`config.mk`:
```
export PLATFORM = sky130hd
export DESIGN_NAME = fx3_stream_writer_flat
export DESIGN_NICKNAME = d
export VERILOG_FILES = /design/src/rtl/fx3_stream_writer_if.sv /design/src/rtl/fx3_stream_writer.sv /design/src/flat_wrapper.sv
export SDC_FILE = /design/constraint.sdc
export NUM_CORES = 2
export LEC_CHECK = 0
export ABC_AREA = 1
export BUFFER_PORTS_ARGS = -buffer_cell sky130_fd_sc_hd__buf_2
export CORE_MARGIN = 4
export CORE_UTILIZATION = 30
export DETAILED_ROUTE_END_ITERATION = 7
export GPL_ROUTABILITY_DRIVEN = 0
export HOLD_SLACK_MARGIN = 0.12
export PLACE_DENSITY = 0.44
export SLEW_MARGIN = 20
export SYNTH_ARGS = -nofsm -noshare
export SYNTH_HDL_FRONTEND = slang
export SYNTH_SLANG_ARGS = --single-unit
export TNS_END_PERCENT = 20
```
`constraint.sdc`:
```
create_clock -name clk_100 -period 4.2 [get_ports clk_100]
set_input_delay 0.21 -clock clk_100 [delete_from_list [all_inputs] [get_ports clk_100]]
set_output_delay 0.21 -clock clk_100 [all_outputs]
set_load 0.01 [all_outputs]
```
`src/rtl/fx3_stream_writer_if.sv`:
```
// Bundle of the sample-source, FX3 slave-FIFO and status signals of the
// StreamIN writer. The writer takes the master side; the ADC capture path
// and the FX3 pads (or a testbench) take the slave side.
`timescale 1ns/1ps
interface fx3_stream_writer_if #(
  parameter int DATA_W = 16
);
  logic              enable;
  logic              test_mode;
  logic [DATA_W-1:0] s_data;
  logic              s_valid;
  logic              s_ready;
  logic              flaga_d;
  logic              flagb_d;
  logic              slwr_;
  logic              pktend_;
  logic [31:0]       fdata;
  logic [15:0]       overflow_cnt;
  logic              busy;

  modport master (
    input  enable, test_mode, s_data, s_valid, flaga_d, flagb_d,
    output s_ready, slwr_, pktend_, fdata, overflow_cnt, busy
  );

  modport slave (
    output enable, test_mode, s_data, s_valid, flaga_d, flagb_d,
    input  s_ready, slwr_, pktend_, fdata, overflow_cnt, busy
  );
endinterface

```
`src/rtl/fx3_stream_writer.sv`:
```
// FX3 slave-FIFO StreamIN writer. Buffers ADC samples (or an internal 32-bit
// test counter) in a small FIFO and writes them to the FX3 under FLAGA/FLAGB
// flow control. Partial DMA buffers are committed with a zero-length PKTEND
// once streaming stops; samples that arrive while the FIFO is full are
// dropped and counted.
`timescale 1ns/1ps
module fx3_stream_writer #(
  parameter int DATA_W     = 16,
  parameter int FIFO_DEPTH = 64,
  parameter int BUF_WORDS  = 1024,
  parameter int POST_WM    = 1
) (
  input  logic                   clk_100,
  input  logic                   reset_,
  fx3_stream_writer_if.master    bus
);

  localparam int AW = $clog2(FIFO_DEPTH);
  localparam int BW = $clog2(BUF_WORDS) + 1;
  localparam int PW = 2;

  typedef enum logic [2:0] {
    S_IDLE,
    S_WAIT_FLAGB,
    S_WRITE,
    S_WR_DELAY,
    S_FLUSH
  } state_t;

  // FIFO storage and pointers (one extra pointer bit separates full from empty)
  logic [31:0]   r_mem [FIFO_DEPTH];
  logic [AW:0]   r_wr_ptr;
  logic [AW:0]   r_rd_ptr;

  logic [31:0]   r_test_cnt;
  logic [15:0]   r_ovf_cnt;
  logic [BW-1:0] r_buf_cnt;
  logic [PW-1:0] r_post;
  state_t        r_state;

  logic          r_slwr_n;
  logic          r_pktend_n;
  logic [31:0]   r_fdata;

  logic [DATA_W-1:0] w_s_data;
  logic [31:0]   w_src;
  logic          w_empty;
  logic          w_full;
  logic          w_push_req;
  logic          w_push;
  logic          w_pop;
  state_t        w_state_nxt;
  logic [PW-1:0] w_post_nxt;

  assign w_s_data   = bus.s_data;
  assign w_src      = bus.test_mode ? r_test_cnt : 32'(w_s_data);
  assign w_empty    = (r_wr_ptr == r_rd_ptr);
  assign w_full     = (r_wr_ptr[AW] != r_rd_ptr[AW]) &&
                      (r_wr_ptr[AW-1:0] == r_rd_ptr[AW-1:0]);
  // The test counter pushes every cycle; the ADC path only on its strobe.
  assign w_push_req = bus.enable && (bus.test_mode || bus.s_valid);
  // Full is judged before any same-cycle pop, so a pop never makes room.
  assign w_push     = w_push_req && !w_full;

  // Sample storage: written on accepted pushes only
  // NOTE: the FIFO array has no reset; the pointers alone define its contents,
  // and a resettable array would turn the RAM into thousands of flops.
  always_ff @(posedge clk_100) begin
    if (w_push) r_mem[r_wr_ptr[AW-1:0]] <= w_src;
  end

  // FIFO pointers
  // NOTE: all clocked state uses non-blocking assignments so every register
  // samples the pre-edge values regardless of block ordering.
  always_ff @(posedge clk_100 or negedge reset_) begin
    if (!reset_) begin
      r_wr_ptr <= '0;
      r_rd_ptr <= '0;
    end else begin
      if (w_push) r_wr_ptr <= r_wr_ptr + 1'b1;
      if (w_pop)  r_rd_ptr <= r_rd_ptr + 1'b1;
    end
  end

  // Internal test pattern: held at 0 while disabled, advances per accepted push
  always_ff @(posedge clk_100 or negedge reset_) begin
    if (!reset_)                          r_test_cnt <= '0;
    else if (!bus.enable)                 r_test_cnt <= '0;
    else if (w_push && bus.test_mode)     r_test_cnt <= r_test_cnt + 32'd1;
  end

  // Dropped-sample counter, saturating, cleared only by reset
  always_ff @(posedge clk_100 or negedge reset_) begin
    if (!reset_)
      r_ovf_cnt <= '0;
    else if (w_push_req && w_full && (r_ovf_cnt != 16'hFFFF))
      r_ovf_cnt <= r_ovf_cnt + 16'd1;
  end

  // FSM state and post-watermark write allowance
  always_ff @(posedge clk_100 or negedge reset_) begin
    if (!reset_) begin
      r_state <= S_IDLE;
      r_post  <= '0;
    end else begin
      r_state <= w_state_nxt;
      r_post  <= w_post_nxt;
    end
  end

  // FSM next state and pop decision
  // NOTE: every output of this block gets a default first, so no path leaves
  // a variable unassigned and no latch is inferred.
  always_comb begin
    w_state_nxt = r_state;
    w_post_nxt  = r_post;
    w_pop       = 1'b0;
    case (r_state)
      S_IDLE: begin
        if (bus.flaga_d && !w_empty)
          w_state_nxt = S_WAIT_FLAGB;
        else if (!bus.enable && w_empty && (r_buf_cnt != '0))
          w_state_nxt = S_FLUSH;
      end
      S_WAIT_FLAGB: begin
        if (bus.flagb_d) w_state_nxt = S_WRITE;
      end
      S_WRITE: begin
        // The pop in the cycle FLAGB is first seen low still goes out; the
        // FX3 watermark leaves room for it plus POST_WM more.
        w_pop = !w_empty;
        if (!bus.flagb_d) begin
          w_state_nxt = S_WR_DELAY;
          w_post_nxt  = PW'(POST_WM);
        end else if (w_empty && !bus.enable) begin
          w_state_nxt = S_IDLE;
        end
      end
      S_WR_DELAY: begin
        if ((r_post == '0) || w_empty) begin
          w_state_nxt = S_IDLE;
        end else begin
          w_pop      = 1'b1;
          w_post_nxt = r_post - 1'b1;
        end
      end
      S_FLUSH: begin
        w_state_nxt = S_IDLE;
      end
      default: begin
        w_state_nxt = S_IDLE;
      end
    endcase
  end

  // Registered FX3 pad outputs: a pop appears on the bus one cycle later
  always_ff @(posedge clk_100 or negedge reset_) begin
    if (!reset_) begin
      r_slwr_n   <= 1'b1;
      r_pktend_n <= 1'b1;
      r_fdata    <= '0;
    end else begin
      r_slwr_n   <= !w_pop;
      // FLUSH never pops, so PKTEND can never coincide with a write strobe.
      r_pktend_n <= (r_state != S_FLUSH);
      if (w_pop) r_fdata <= r_mem[r_rd_ptr[AW-1:0]];
    end
  end

  // Words written into the current FX3 DMA buffer; FX3 auto-commits full ones
  always_ff @(posedge clk_100 or negedge reset_) begin
    if (!reset_)
      r_buf_cnt <= '0;
    else if (r_state == S_FLUSH)
      r_buf_cnt <= '0;
    else if (!r_slwr_n)
      r_buf_cnt <= (r_buf_cnt == BW'(BUF_WORDS - 1)) ? '0 : r_buf_cnt + 1'b1;
  end

  assign bus.slwr_        = r_slwr_n;
  assign bus.pktend_      = r_pktend_n;
  assign bus.fdata        = r_fdata;
  assign bus.overflow_cnt = r_ovf_cnt;
  assign bus.s_ready      = !w_full;
  assign bus.busy         = (r_state != S_IDLE) || !w_empty;

endmodule

```
`src/flat_wrapper.sv`:
```
// flat-port wrapper written by rule: the top's interface ports become plain ports
module fx3_stream_writer_flat 
#(
  parameter int DATA_W     = 16,
  parameter int FIFO_DEPTH = 64,
  parameter int BUF_WORDS  = 1024,
  parameter int POST_WM    = 1
)
  (clk_100, reset_, bus_enable, bus_test_mode, bus_s_data, bus_s_valid, bus_flaga_d, bus_flagb_d, bus_s_ready, bus_slwr_, bus_pktend_, bus_fdata, bus_overflow_cnt, bus_busy);
  fx3_stream_writer_if #(.DATA_W(DATA_W)) bus_i ();
  input  logic clk_100;
  input  logic reset_;
  input wire logic [$bits(bus_i.enable)-1:0] bus_enable;
  input wire logic [$bits(bus_i.test_mode)-1:0] bus_test_mode;
  input wire logic [$bits(bus_i.s_data)-1:0] bus_s_data;
  input wire logic [$bits(bus_i.s_valid)-1:0] bus_s_valid;
  input wire logic [$bits(bus_i.flaga_d)-1:0] bus_flaga_d;
  input wire logic [$bits(bus_i.flagb_d)-1:0] bus_flagb_d;
  output wire logic [$bits(bus_i.s_ready)-1:0] bus_s_ready;
  output wire logic [$bits(bus_i.slwr_)-1:0] bus_slwr_;
  output wire logic [$bits(bus_i.pktend_)-1:0] bus_pktend_;
  output wire logic [$bits(bus_i.fdata)-1:0] bus_fdata;
  output wire logic [$bits(bus_i.overflow_cnt)-1:0] bus_overflow_cnt;
  output wire logic [$bits(bus_i.busy)-1:0] bus_busy;
  assign bus_i.enable = bus_enable;
  assign bus_i.test_mode = bus_test_mode;
  assign bus_i.s_data = bus_s_data;
  assign bus_i.s_valid = bus_s_valid;
  assign bus_i.flaga_d = bus_flaga_d;
  assign bus_i.flagb_d = bus_flagb_d;
  assign bus_s_ready = bus_i.s_ready;
  assign bus_slwr_ = bus_i.slwr_;
  assign bus_pktend_ = bus_i.pktend_;
  assign bus_fdata = bus_i.fdata;
  assign bus_overflow_cnt = bus_i.overflow_cnt;
  assign bus_busy = bus_i.busy;
  fx3_stream_writer #(.DATA_W(DATA_W), .FIFO_DEPTH(FIFO_DEPTH), .BUF_WORDS(BUF_WORDS), .POST_WM(POST_WM)) u_core (.clk_100(clk_100), .reset_(reset_), .bus(bus_i));
endmodule
```
==> run_results.csv <==
group,metric,value,unit
clock_tree,htreeDepth,4,
hold_path,hp-class,"input pin to flop",
worst_setup_path,critPathRequiredTime,5.03,ns
synth,netlist_instances,9152,
timing,fmax,280,MHz
clock_tree,clk_pin_slew,0.06,ns
grt,grt_pass1_wl,448000,microns
grt,grt_max_degree,164,
timing,setup_violations,0,
worst_setup_path,arrival,4.40,ns
synth,synth_top_area_cell,"edfxtp_1",
floorplan,rows,203,
synth,synthesis.area,0.0927,sq mm
power_and_ir_drop,leakagePower,43.6,nW
finish,num-nets-final,9295,
clock_tree,cts_root_buffer,"clkbuf_16",
drt,antenna_left,0,
timing,post-route-min-period,3.57,ns
worst_setup_path,path_class,"flop to flop",
floorplan,core-area,0.307,sq mm
synth,synth-seq-cells,2160,
finish,drive_gt1_share,7.84,%
synth,ys.flop_type,"edfxtp_1",
timing,setup_tns,0,ns
clock_tree,numCtsBuffers,240,
synth,ys_seq_area_share,69.3,%
synth,yosysWarnings,0,
synth,synth_cell_types,29,
synth,yosys.area.top_type_share,66.3,%
drt,drt_wl_total,316000,microns
timing,worst_pin_slew,1.15,ns
finish,utilization,34.9,%
drt,drc_errors,0,
power_and_ir_drop,cellPowerDensity,647,mW/mm^2
drt,first_pass_iters,5,
timing,slew_viol_final,0,
worst_setup_path,path_max_fanout,119,
synth,synth_commonest_cells,"nand2_1, edfxtp_1, inv_1, nand3_1, nor2_1",
worst_setup_path,start_kind,"flop",
synth,synth.avg_cell_area,10.1,sq um
timing,fin_skew,0.116,ns
clock_tree,cts_tree,"done",
run,maxCapViolCount,0,
timing,rsz0062_at_grt,"no",
synth,synth.net_count,9182,
clock_tree,cts_resized,0,
drt,viasPerCell,4.70,
synth,yosysMostFrequentCell,"nand2_1",
synth,synthTopCellsByArea,"edfxtp_1, nand2_1, nand3_1",
worst_setup_path,cp-end-kind,"flop",
floorplan,start_util,30.2,%
floorplan,dieWidth,564,microns
timing,slew_headroom,22.9,%
synth,synthArstFlopShare,5.19,%
finish,areaGrowthSynthToFinish,15.5,%
clock_tree,postCtsSetupBuffers,0,
placement,hpwlAfterDp,182000,microns
floorplan,pin_count,75,
grt,grt_pass1_vias,60100,
grt,antenna_found_initial,19,
power_and_ir_drop,ir_drop,715,uV
placement,io_buffer_count,74,
clock_tree,clock-sinks,2160,
clock_tree,insertion_delay,0.93,ns
timing,hold_viol,0,
timing,finalCritPeriodShare,84.9,%
grt,grt-ovfl-total,0,
drt,drt_iter0_drc,6213,
run_status,outcome,"finished, final reports clean",
drt,vias,63700,
floorplan,die_h,564,microns
synth,synth_edf_count,2048,
drt,wl_per_cell,23.3,microns
grt,track_usage,19.3,%
power_and_ir_drop,finalPower,0.0693,W
floorplan,die_area,0.318,sq mm
clock_tree,cts_buffer_depth,4,
-- worst max-delay path, cell delays in order, from the launching register on --
cell	delay (ns)
dfrtp_4	0.63
inv_8	0.15
buf_4	0.39
buf_12	0.39
o21ai_0	0.22
nand2_1	0.10
nor2_1	0.04
nor2_1	0.61
nor2_1	0.33
nor2_1	0.19
nor2_1	0.07
nor2_1	0.10
-- flip-flops by register name, indices dropped and copies added, names as in the netlist --
register and flops:
u_core.r_buf_cnt 11, u_core.bus.fdata 32, u_core.bus.slwr_ 1, u_core.r_rd_ptr 7, u_core.bus.overflow_cnt 16, u_core.r_mem 2048, u_core.r_state 3, u_core.r_test_cnt 32
u_core.r_post 2, u_core.bus.pktend_ 1, u_core.r_wr_ptr 7
-- cell usage in the layout, fill, tap and decap left out, drive strengths merged, types with 20 or more instances in the layout --
cell / Yosys / final
nand2: 3130 / 3130
nand3: 948 / 948
xor2: 28 / 28
nor2: 864 / 864
o21ai: 297 / 297
nand4: 35 / 35
dfrtp: 110 / 110
clkinv: 3 / 101
a21oi: 46 / 46
dlygate4sd3: 0 / 21
nor3: 31 / 31
inv: 1122 / 1126
buf: 163 / 300
edfxtp: 2048 / 2048
bufinv: 0 / 20
clkbuf: 287 / 307
-- stage by stage --
stage / instances / worst slack [ns] / instance area, sq um / hold slack, ns
global placement: 13100 / 0.662 / 99300 / 0.138
global route: 13600 / 0.567 / 107000 / 0.253
detailed placement: 13100 / 0.679 / 99300 / 0.137
finish: 13600 / 0.635 / 107000 / 0.259
CTS: 13600 / 0.701 / 107000 / 0.156
floorplan: 9152 / 0.163 / 92800 / -0.0856
-- where the power goes --
part | total [W] | internal (W) | leakage [nW] | switching (W)
sequential | 0.0247 | 0.0242 | 20.8 | 0.000498
clock | 0.0205 | 0.0118 | 3.65 | 0.00874
combinational | 0.0240 | 0.00584 | 19.1 | 0.0181
-- final timing paths --
check	startpoint	endpoint	slack, ns	cells past startpoint
min reg2reg	u_core.r_wr_ptr[6]	u_core.r_wr_ptr[6]	0.50	1
max in group asynchronous	reset_	u_core.r_test_cnt[6]	2.95	4
min in group asynchronous	reset_	u_core.r_rd_ptr[6]	0.48	4
min	bus_flaga_d	u_core.r_state[2]	0.26	5
max reg2reg	u_core.r_rd_ptr[0]	u_core.bus.fdata[2]	0.63	11
max	u_core.r_rd_ptr[0]	u_core.bus.fdata[2]	0.63	11
-- per-layer routing --
metal | global-route usage [%] | part of all wire, %
met3 | 2.36 | 5.4
met5 | 0 | 0
met1 | 27.5 | 45
met4 | 5.62 | 3.1
met2 | 31.0 | 46
-- cell families after synthesis --
logic type | after synthesis | synth area share [%]
and+or+nand+nor | 5019 | 21.8
DFF | 2160 | 69.3
buffers and inverters | 1575 | 6.52
AOI/OAI and AO/OA | 357 | 1.97
xor gates and xnor gates | 34 | 0.321
adders and majority gates | 7 | 0.0944
-- timing repair --
| action | CTS | global route |
|---|---|---|
| hold buffers | 21 | 1 |
| endpoints found under the setup margin | 0 | 0 |
| hold endpoints to repair | 560 | 14 |
-- layout make-up --
class | count | area (sq um)
fillers | 30900 | 200000
flip-flops and latches | 2160 | 64300
multi-input cells | 5417 | 23100
clock buffers | 307 | 6340
well taps | 4100 | 5130
inverters | 1125 | 4250
repair buffers | 321 | 2820
clock inverters | 126 | 1150
diodes | 6 | 15.0
Note: power is estimated with default switching activity, not from simulation.
